File: src/rtl/note_arbiter.sv
// Note source arbiter: picks key, UART or playback note for the buzzer/LED output by mode.
// Optional macro NOTE_ARBITER_ONEHOT_EN reduces every note to its lowest set note and octave bit.
module note_arbiter #(
    parameter int TICK_CYCLES     = 100000,
    parameter int UART_HOLD_TICKS = 500,
    parameter int GAP_TICKS       = 20
) (
    input  logic       clk,
    input  logic       rst,
    input  logic [1:0] mode,
    input  logic [9:0] key_note,
    input  logic       uart_valid,
    input  logic [9:0] uart_note,
    input  logic       play_valid,
    input  logic [9:0] play_note,
    input  logic [15:0] play_len,
    output logic       play_ready,
    output logic [9:0] note_out,
    output logic [1:0] src,
    output logic       busy
);

    localparam int PW = (TICK_CYCLES > 1) ? $clog2(TICK_CYCLES) : 1;
    localparam logic [PW-1:0] PRE_LAST  = PW'(TICK_CYCLES - 1);
    localparam logic [15:0]   HOLD_LAST = 16'(UART_HOLD_TICKS - 1);
    localparam logic [15:0]   GAP_LAST  = 16'(GAP_TICKS - 1);

    localparam logic [1:0] M_FREE  = 2'b00;
    localparam logic [1:0] M_PLAY  = 2'b01;
    localparam logic [1:0] M_UART  = 2'b10;
    localparam logic [1:0] M_LEARN = 2'b11;

    typedef enum logic [2:0] {
        S_IDLE,
        S_KEY,
        S_UART_HOLD,
        S_PLAY,
        S_GAP
    } state_t;

    state_t         state, nxt;
    logic [1:0]     mode_q;
    logic [PW-1:0]  pre;
    logic [15:0]    ticks;
    logic [15:0]    len_q, len_nxt;
    logic [9:0]     note_nxt, note_out_nxt;
    logic [1:0]     src_nxt;
    logic [15:0]    limit;
    logic           done, restart, timed;

    function automatic logic [9:0] shape(input logic [9:0] n);
`ifdef NOTE_ARBITER_ONEHOT_EN
        logic [6:0] lo;
        logic [2:0] hi;
        lo = n[6:0] & (~n[6:0] + 7'd1);
        hi = n[9:7] & (~n[9:7] + 3'd1);
        return {hi, lo};
`else
        return n;
`endif
    endfunction

    always_comb begin
        case (state)
            S_UART_HOLD: limit = HOLD_LAST;
            S_PLAY:      limit = len_q - 16'd1;
            default:     limit = GAP_LAST;
        endcase
    end

    assign done  = (pre == PRE_LAST) && (ticks == limit);
    assign timed = (state == S_UART_HOLD) || (state == S_PLAY) || (state == S_GAP);

    always_comb begin
        nxt      = state;
        note_nxt = note_out;
        len_nxt  = len_q;
        restart  = 1'b0;
        // A mode change overrides everything; the aborted source is simply forgotten.
        if (mode != mode_q) begin
            nxt = S_IDLE;
        end else begin
            case (state)
                S_IDLE: begin
                    if ((mode == M_FREE || mode == M_LEARN) && |key_note[6:0]) begin
                        nxt      = S_KEY;
                        note_nxt = shape(key_note);
                    end else if (mode == M_UART && uart_valid && |uart_note[6:0]) begin
                        nxt      = S_UART_HOLD;
                        note_nxt = shape(uart_note);
                    end else if (mode == M_PLAY && play_valid && play_ready) begin
                        len_nxt = play_len;
                        if (play_len != 16'd0) begin
                            nxt      = S_PLAY;
                            note_nxt = shape(play_note);
                        end else begin
                            nxt = S_GAP;
                        end
                    end
                end
                S_KEY: begin
                    if (|key_note[6:0]) note_nxt = shape(key_note);
                    else                nxt      = S_IDLE;
                end
                S_UART_HOLD: begin
                    if (uart_valid && |uart_note[6:0]) begin
                        note_nxt = shape(uart_note);
                        restart  = 1'b1;
                    end else if (done) begin
                        nxt = S_IDLE;
                    end
                end
                S_PLAY:  if (done) nxt = S_GAP;
                S_GAP:   if (done) nxt = S_IDLE;
                default: nxt = S_IDLE;
            endcase
        end
        if (nxt != state) restart = 1'b1;
    end

    always_comb begin
        note_out_nxt = '0;
        src_nxt      = 2'b00;
        case (nxt)
            S_KEY:       begin note_out_nxt = note_nxt; src_nxt = 2'b01; end
            S_UART_HOLD: begin note_out_nxt = note_nxt; src_nxt = 2'b10; end
            S_PLAY:      begin note_out_nxt = note_nxt; src_nxt = 2'b11; end
            S_GAP:       src_nxt = 2'b11;
            default:     ;
        endcase
    end

    always_ff @(posedge clk or posedge rst) begin
        if (rst) begin
            state      <= S_IDLE;
            mode_q     <= '0;
            pre        <= '0;
            ticks      <= '0;
            len_q      <= '0;
            note_out   <= '0;
            src        <= '0;
            busy       <= 1'b0;
            play_ready <= 1'b0;
        end else begin
            state      <= nxt;
            mode_q     <= mode;
            len_q      <= len_nxt;
            note_out   <= note_out_nxt;
            src        <= src_nxt;
            busy       <= (nxt != S_IDLE);
            play_ready <= (nxt == S_IDLE) && (mode == M_PLAY);
            // Counters start from zero on every entry so each duration is whole ticks.
            if (restart || !timed) begin
                pre   <= '0;
                ticks <= '0;
            end else if (pre == PRE_LAST) begin
                pre   <= '0;
                ticks <= ticks + 16'd1;
            end else begin
                pre <= pre + PW'(1);
            end
        end
    end

endmodule
File: config.mk
export PLATFORM = sky130hd
export DESIGN_NAME = note_arbiter
export DESIGN_NICKNAME = d
export VERILOG_FILES = /design/src/rtl/note_arbiter.sv
export SDC_FILE = /design/constraint.sdc
export NUM_CORES = 1
export LEC_CHECK = 0
export CAP_MARGIN = 20
export CORE_MARGIN = 2
export CORE_UTILIZATION = 56
export DETAILED_ROUTE_END_ITERATION = 16
export PLACE_DENSITY = 0.81
export SYNTH_ARGS = -nofsm -noshare
export SYNTH_HDL_FRONTEND = slang
export SYNTH_SLANG_ARGS = --single-unit
export TNS_END_PERCENT = 50
File: constraint.sdc
create_clock -name clk -period 4.69 [get_ports clk]
set_input_delay 0.469 -clock clk [delete_from_list [all_inputs] [get_ports clk]]
set_output_delay 0.469 -clock clk [all_outputs]
set_load 0.01 [all_outputs]
==> results.toml, run 1 <==
[clock_network]
cts_max_level = 3
post_cts_buffers = 0
clk_latency_ns = 0.35
clock-sinks = 68
post_cts_resized = 0
cts_tree = "built"
cts_hold_buf = 0
cts_made_buffers = 9
cts_buffer_depth = 2
clockRootBuffer = "clkbuf_8"
clk_pin_slew_worst_paths_ns = 0.08

[cells_and_area]
multi_input_area_mm2 = 0.002872
drive_above_1_share_pct = 8.418
syn2layout_area_growth_pct = 18.91
fin_util_pct = 68.70
antennaDiodeCount = 0
num-fill-cells = 655
mostFrequentLayoutCells = "nor2_1 (73), dfrtp_1 (68), clkdlybuf4s50_1 (65), nand2_1 (35), xor2_1 (25)"
layout_commonest_cell = "nor2_1"
layout.nets = 646
fin_cells = 699
regArea_mm2 = 0.001702

[route]
postRouteAntennaNets = 0
top_layer = "met4"
wl_mm = 12.75
routed_via_density = 6.275
wl_met1_mm = 5.421
drc = 0
vias = 4386
drt-initial-drc-count = 226
drtPass1Iterations = 5
wl_met2_mm = 6.410
wl_per_cell_um = 18.23
wl_met3_um = 695

[synthesis]
synth-seq-area-share_pct = 35.67
synth_cell_types = 73
synth_async_sr_flop_share_pct = 100.0
syn_nets = 597
ys_seq_elements = 68
netlist_instances = 540
netlist_area_mm2 = 0.004771
synthFlopType = "dfrtp_1"
avgSynthCellArea_um2 = 8.835
yosysWarnings = 0
synth_edf_count = 0

[sta]
rsz0062_at_grt = "no"
timing.final.crit_period_ns = 3.898
tightestPinTransition_ns = 0.9949
slew_violations = 0
setup-tns-final_ns = 0
hold_viol_final = 0
relSlewSlack_pct = 33.68
max_freq_ghz = 0.2565
fin_crit_sh_pct = 83.12
setup_viol = 0
fin_skew_ns = 0.009763
fin_ws_ns = 0.7915

[global_route]
gr-total-overflow = 0
antenna_found_initial = 0
grt_max_degree = 37
grt_pass1_vias = 4243
grt_use_total_pct = 28.60
grt_pass1_wl_mm = 20.45

[status]
outcome = "finished, final reports clean"

[run]
maxCapViolations = 0

[placement]
finalWeightedCongestion = 0.9058
io_buffers = 65
post-place-ws_ns = 0.8557
dp_cells = 683
dp_hpwl_mm = 9.174

[power]
power.density_mw_per_mm2 = 259.1
p_total_w = 0.001470
leakage_nw = 2.361
peakVddDrop_mv = 0.1682

[critical_path]
startpoint = "len_q[0]"
end_kind = "flip-flop"
critPathMaxFanout = 9
cp_slowest_cell = "or4b_1"
required_ns = 4.94
arrival_ns = 4.15
max_stage_delay_ns = 0.62
start_kind = "flip-flop"
crit_type = "flip-flop to flip-flop"
r2r_start = "len_q[0]"
crit_chain = "inv_1 > ha_1 > or4b_1 > nor3_1 > mux2_2 > a211o_1 > nor4_1 > nand4_1 > o41a_1 > a21o_1 > and3_1"

[die]
die_y_um = 96.30
core-area_mm2 = 0.008258
boundaryPins = 66
die_w_um = 96.30
dieArea_mm2 = 0.009274
initial_core_util_pct = 57.77
row_count = 33

[worst_hold_path]
min_path_type = "flip-flop to flip-flop"
min_from = "pre[0]"
path summary, 6_finish.rpt:
| kind | to | slack [ns] | cells after the start |
|---|---|---|---|
| worst min-delay path | pre[0] | 0.50 | 1 |
| worst max register to register | play_ready | 0.79 | 11 |
| worst min register to register | pre[0] | 0.50 | 1 |
| max in group asynchronous | len_q[5] | 3.20 | 3 |
| min in group asynchronous | src[1] | 0.54 | 2 |
| worst max-delay path | play_ready | 0.79 | 11 |
cell usage after synthesis, types with 10 or more instances:
master	count	area share, %
a21oi_1	20	2.1
clkbuf_1	27	2.1
dfrtp_1	68	36
inv_1	11	0.87
mux2_2	15	3.5
mux2i_1	16	3.4
nand2_1	35	2.8
nand3_1	22	2.3
nand4_1	10	1.3
nor2_1	73	5.7
nor3_1	19	2.0
nor4_1	11	1.4
o21ai_0	24	2.5
xnor2_1	19	3.5
xor2_1	25	4.6
layout make-up:
type | instances | area share (%)
clock buffers | 9 | 2.184
flip-flops and latches | 68 | 30.00
well taps | 105 | 2.316
multi-input cells | 427 | 50.62
clock inverters | 7 | 1.764
inverters | 11 | 0.7278
repair buffers | 72 | 12.40
state kept, by name, summed over array words and instances (netlist names):
name and flops:
state 3, pre 17, ticks 16, len_q 16, busy 1, mode_q 2, note_out 10, src 2
play_ready 1
power by group:
group	switching, W	internal [W]	leakage [nW]	total (W)
logic	0.000145	0.000135	1.32	0.000281
registers	0.0000347	0.000606	0.926	0.000641
clock network	0.000246	0.000303	0.114	0.000549
total	0.000426	0.00104	2.36	0.00147
kinds of logic after synthesis:
logic type,after synthesis,share of synthesized area (%)
compound gates,107,16.29
fa+ha+maj,5,1.311
buf+inv,45,4.144
flops,68,35.67
mux,31,6.897
simple gates,238,26.65
xor+xnor,46,9.048
routing by layer:
layer | vias up | track usage, %
met5 | - | 0
met4 | 0 | 7.394
met3 | 28 | 5.168
met2 | 161 | 49.42
met1 | 2120 | 36.96
li1 | 2077 | -
metrics by stage:
step           hold slack, ns  area (µm²)
6_report               0.5032        5673
5_1_grt                0.5469        5673
4_1_cts                0.5070        5673
3_5_place_dp           0.4955        5449
3_3_place_gp           0.4844        5449
2_1_floorplan          0.4535        4771
critical path, delay by kind of cell (launching register included):
kind / cells / cell delay [ns]
adders and majority gates: 1 / 0.20
and+or+nand+nor: 5 / 1.68
DFF: 1 / 0.44
AOI/OAI and AO/OA: 3 / 0.99
muxes: 1 / 0.38
buffers and inverters: 1 / 0.12
(Power assumes the default switching activity.)
==> inputs of run 2 (changes only) <==
Settings changed: CORE_UTILIZATION 56 to 50, PLACE_DENSITY 0.81 to 0.77.
Clock period 4.69 ns to 3.58 ns, I/O delays scaled along.
==> results.toml, run 2 (synthesis results as in run 1) <==
[global_route]
grt_pass1_vias = 4335
grt_pass1_wl_mm = 20.58
grt_max_degree = 46
grt_use_total_pct = 25.33
gr-total-overflow = 0
antenna_found_initial = 0

[critical_path]
start_kind = "flip-flop"
crit_chain = "inv_1 > ha_4 > or4b_4 > nor3_4 > mux2_2 > a211o_1 > nor4_2 > nand4_1 > o41a_1 > a21o_1 > and3_1"
arrival_ns = 3.70
path_delay_family = "simple AND/OR/NAND/NOR gates"
crit_type = "flip-flop to flip-flop"
max_stage_delay_ns = 0.49
timing.critical_path.buf_inv = 1
required_ns = 3.83
r2r-end = "play_ready"
critPathMaxFanout = 5
crit_end = "play_ready"
r2r_start = "len_q[0]"
reg2reg_depth = 11
end_kind = "flip-flop"
critical_path_depth = 11
startpoint = "len_q[0]"
cp_slowest_cell = "or4b_4"
ff2ff_setup_slack_ns = 0.13

[worst_hold_path]
min_path_type = "input pin to asynchronous set/reset pin"

[die]
core-area_mm2 = 0.009240
initial_core_util_pct = 51.63
die_y_um = 101.7
row_count = 35
boundaryPins = 66
dieArea_mm2 = 0.01034
die_w_um = 101.7

[clock_network]
clk_latency_ns = 0.37
clockRootBuffer = "clkbuf_8"
clk_pin_slew_worst_paths_ns = 0.09
cts_buffer_depth = 2
cts_made_buffers = 9
cts_hold_buf = 0
cts_max_level = 3
clock-sinks = 68
cts_tree = "built"

[sta]
relSlewSlack_pct = 54.22
slew_violations = 0
fin_crit_sh_pct = 96.47
fin_skew_ns = 0.01455
rsz0062_at_grt = "no"
setup_viol = 0
tightestPinTransition_ns = 0.6842
timing.final.crit_period_ns = 3.454
setup-tns-final_ns = 0
max_freq_ghz = 0.2896
hold_viol_final = 0

[power]
leakage_nw = 2.471
peakVddDrop_mv = 0.2210
power.density_mw_per_mm2 = 333.0

[placement]
io_buffers = 65
finalWeightedCongestion = 0.9134
dp_hpwl_mm = 9.353
dp_cells = 724

[route]
wl_per_cell_um = 17.48
drc = 0
vias = 4454
drtPass1Iterations = 4
postRouteAntennaNets = 0
drt-initial-drc-count = 258
routed_via_density = 5.995
wl_mm = 12.99

[cells_and_area]
largest_reg_flops = 17
layout_commonest_cell = "nor2_1"
num-fill-cells = 786
drive_above_1_share_pct = 12.21
layout.nets = 667
fin_cells = 743
antennaDiodeCount = 0
syn2layout_area_growth_pct = 23.89
reg.largest.list = "pre (17), len_q (16), ticks (16)"
regMostFlops = "pre"
mostFrequentLayoutCells = "nor2_1 (73), dfrtp_1 (68), clkdlybuf4s50_1 (65), nand2_1 (35), buf_4 (27)"

[status]
outcome = "finished, final reports clean"

[run]
maxCapViolations = 0
[run 2: layout make-up]
type / instances / area, µm² / area share, %
inverter: 11 / 41.29 / 0.6986
timing repair buffer: 93 / 873.3 / 14.78
clock inverter: 6 / 90.09 / 1.524
multi-input combinational: 427 / 2919 / 49.39
clock buffer: 9 / 123.9 / 2.096
sequential: 68 / 1702 / 28.79
tap: 129 / 161.4 / 2.731
[run 2: what timing repair did]
item	4_1_cts	5_1_grt
setup endpoints to repair	1	50
pin swaps	0	5
endpoints found under the hold margin	0	0
buffers inserted	0	4
gates resized for setup	1	8
[run 2: through the flow]
stage | worst slack [ns] | util, % | cell area, µm² | power, W | hold WS, ns
5_1_grt | 0.005107 | 63.97 | 5911 | 0.002053 | 0.4164
3_5_place_dp | 0.03397 | 60.81 | 5619 | 0.001243 | 0.4872
3_3_place_gp | 0.03570 | 60.81 | 5619 | 0.001237 | 0.4789
2_1_floorplan | 0.1679 | - | 4771 | 0.001075 | 0.3894
4_1_cts | 0.01944 | 63.18 | 5838 | 0.001960 | 0.3800
6_report | 0.1264 | 63.97 | 5911 | 0.001968 | 0.3761
[run 2: worst min path at each step]
stage,startpoint,to,cells past startpoint
2_1_floorplan,mode[0],mode_q[0],0
3_3_place_gp,pre[0],pre[0],1
3_5_place_dp,pre[0],pre[0],1
4_1_cts,rst,ticks[2],3
5_1_grt,rst,busy,3
6_report,rst,ticks[2],3
[run 2: report_power, final]
part / total, W / switching (W) / internal, W / leakage [nW]
clock network: 0.000712 / 0.000323 / 0.000389 / 0.105
logic: 0.000433 / 0.000225 / 0.000208 / 1.44
registers: 0.000823 / 0.0000289 / 0.000794 / 0.926
[run 2: worst min-delay path: stages]
cell             delay [ns]
clkdlybuf4s50_1        0.42
inv_2                  0.06
buf_4                  0.30
[run 2: routing by layer]
layer | GRT usage, % | vias to the layer above | routed length [µm]
li1 | - | 2103 | -
met1 | 33.14 | 2156 | 5566
met2 | 41.70 | 169 | 6225
met3 | 4.762 | 26 | 900
met4 | 9.563 | 0 | 297
met5 | 0 | - | 0
==> inputs of run 3 (changes only) <==
Settings changed: CTS_BUF_LIST from default to sky130_fd_sc_hd__clkbuf_16, CTS_CLUSTER_SIZE from default to 14, REMOVE_ABC_BUFFERS from default to 1.
==> results.toml, run 3 (synthesis results as in run 1) <==
[placement]
dp_hpwl_mm = 9.380
io_buffers = 65
place_area_mm2 = 0.005619
post-place-ws_ns = 0.04492
finalWeightedCongestion = 1.016

[global_route]
grt_pass1_wl_mm = 21.49
antenna_found_initial = 0
grt_max_degree = 39
gr-total-overflow = 0
grt_use_total_pct = 26.22
grt_pass1_vias = 4449

[clock_network]
cts_buffer_depth = 2
cts_hold_buf = 0
clock-sinks = 68
clk_pin_slew_worst_paths_ns = 0.06
cts_max_level = 3
clockRootBuffer = "clkbuf_16"
cts_made_buffers = 9
clk_latency_ns = 0.34
cts_tree = "built"

[power]
leakage_nw = 2.567
combPwrFrac_pct = 19.3
peakVddDrop_mv = 0.2133
power.internal_w = 0.001609
switching_share_pct = 27.09
power.share.clock_pct = 43.2
power.density_mw_per_mm2 = 361.6
switchingPower_w = 0.0005978
seqPwrFrac_pct = 37.4

[die]
row_count = 35
boundaryPins = 66
die_y_um = 101.7
dieArea_mm2 = 0.01034
die_w_um = 101.7
initial_core_util_pct = 51.63
core-area_mm2 = 0.009240

[route]
wl_mm = 13.33
drtPass1Iterations = 7
drc = 0
drt-initial-drc-count = 348
routed_via_density = 6.045
vias = 4522
postRouteAntennaNets = 0
wl_per_cell_um = 17.82

[cells_and_area]
mostFrequentLayoutCells = "nor2_1 (73), dfrtp_1 (67), clkdlybuf4s50_1 (65), nand2_1 (35), buf_4 (26)"
num-fill-cells = 726
drive_above_1_share_pct = 13.57
largest_reg_flops = 17
reg.largest.list = "pre (17), len_q (16), ticks (16)"
regMostFlops = "pre"
antennaDiodeCount = 0
fin_area_mm2 = 0.006102
layout_commonest_cell = "nor2_1"
syn2layout_area_growth_pct = 27.90
layout.nets = 671

[sta]
tightestPinTransition_ns = 0.7686
timing.final.crit_period_ns = 3.493
hold_viol_final = 0
hold_slack_ns = 0.4811
fin_skew_ns = 0.007565
fin_crit_sh_pct = 97.57
fin_ws_ns = 0.08686
relSlewSlack_pct = 48.69
setup_viol = 0
slew_violations = 0
max_freq_ghz = 0.2863

[critical_path]
arrival_ns = 3.71
crit_type = "flip-flop to flip-flop"
timing.critical_path.buf_inv = 2
max_stage_delay_ns = 0.56
required_ns = 3.80
crit_chain = "or4_4 > buf_6 > or2_0 > or4_1 > a21bo_2 > a2111oi_4 > o2111ai_4 > o21ai_4 > clkbuf_16 > nor3_1"
end_kind = "flip-flop"
start_kind = "flip-flop"
critical_path_depth = 10
path_delay_family = "simple AND/OR/NAND/NOR gates"
cp_slowest_cell = "or4_4"
reg2reg_depth = 10
critPathMaxFanout = 13

[status]
outcome = "finished, final reports clean"

[worst_hold_path]
min_path_type = "input pin to asynchronous set/reset pin"

[run]
maxCapViolations = 0
[run 3: cell count changes in the layout (fill, tap and decap cells not counted), sizes merged]
cell	change
buf	+2
clkbuf	+2
inv	+1
[run 3: final cells by class]
| cell class | count | area [µm²] | share of cell area [%] |
|---|---|---|---|
| multi-input cells | 427 | 2929 | 48.00 |
| flip-flops and latches | 68 | 1703 | 27.91 |
| repair buffers | 97 | 949.7 | 15.56 |
| clock buffers | 9 | 225.2 | 3.691 |
| well taps | 129 | 161.4 | 2.645 |
| clock inverters | 7 | 92.59 | 1.517 |
| inverters | 11 | 41.29 | 0.6766 |
[run 3: final timing paths]
check / from / endpoint / slack, ns
min in group clk: pre[0] / pre[0] / 0.49
hold reg to reg: pre[0] / pre[0] / 0.49
setup reg to reg: len_q[6] / pre[15] / 0.09
max in group asynchronous: rst / len_q[6] / 2.37
hold / removal: rst / pre[3] / 0.48
setup / recovery: len_q[6] / pre[15] / 0.09
[run 3: repair_timing]
item | in CTS | in global routing
gates resized for setup | 0 | 17
setup buffers | 0 | 5
endpoints found under the setup margin | 0 | 50
[run 3: metrics by stage]
| step | utilization [%] | total power [W] | setup TNS [ns] | instances |
|---|---|---|---|---|
| 6_report | 66.04 | 0.002207 | 0 | 748 |
| 5_1_grt | 66.04 | 0.002294 | -0.004627 | 748 |
| 4_1_cts | 64.25 | 0.002198 | 0 | 740 |
| 3_5_place_dp | 60.81 | 0.001241 | 0 | 724 |
| 3_3_place_gp | 60.81 | 0.001231 | 0 | 724 |
| 2_1_floorplan | - | 0.001062 | -0.1442 | 506 |
[run 3: per-layer routing]
| layer | GRT usage, % | wire length [µm] | vias up |
|---|---|---|---|
| met5 | 0 | 0 | - |
| met4 | 8.732 | 353 | 0 |
| met3 | 5.521 | 1043 | 33 |
| met2 | 42.81 | 6164 | 206 |
| met1 | 34.72 | 5765 | 2158 |
| li1 | - | - | 2125 |
[run 3: power groups by stage]
stage / logic, W / clock network, W / registers, W
CTS: 0.000408 / 0.000966 / 0.000824
finish: 0.000427 / 0.000954 / 0.000826
detailed placement: 0.000404 / 0 / 0.000837
global route: 0.000466 / 0.000999 / 0.000829
floorplan: 0.000221 / 0 / 0.000841
global placement: 0.000395 / 0 / 0.000835
[run 3: worst reg2reg max path: stages, from the launching register on]
cell       delay [ns]
dfrtp_2          0.44
or4_4            0.56
buf_6            0.18
or2_0            0.26
or4_1            0.45
a21bo_2          0.26
a2111oi_4        0.36
o2111ai_4        0.24
o21ai_4          0.35
clkbuf_16        0.23
nor3_1           0.05
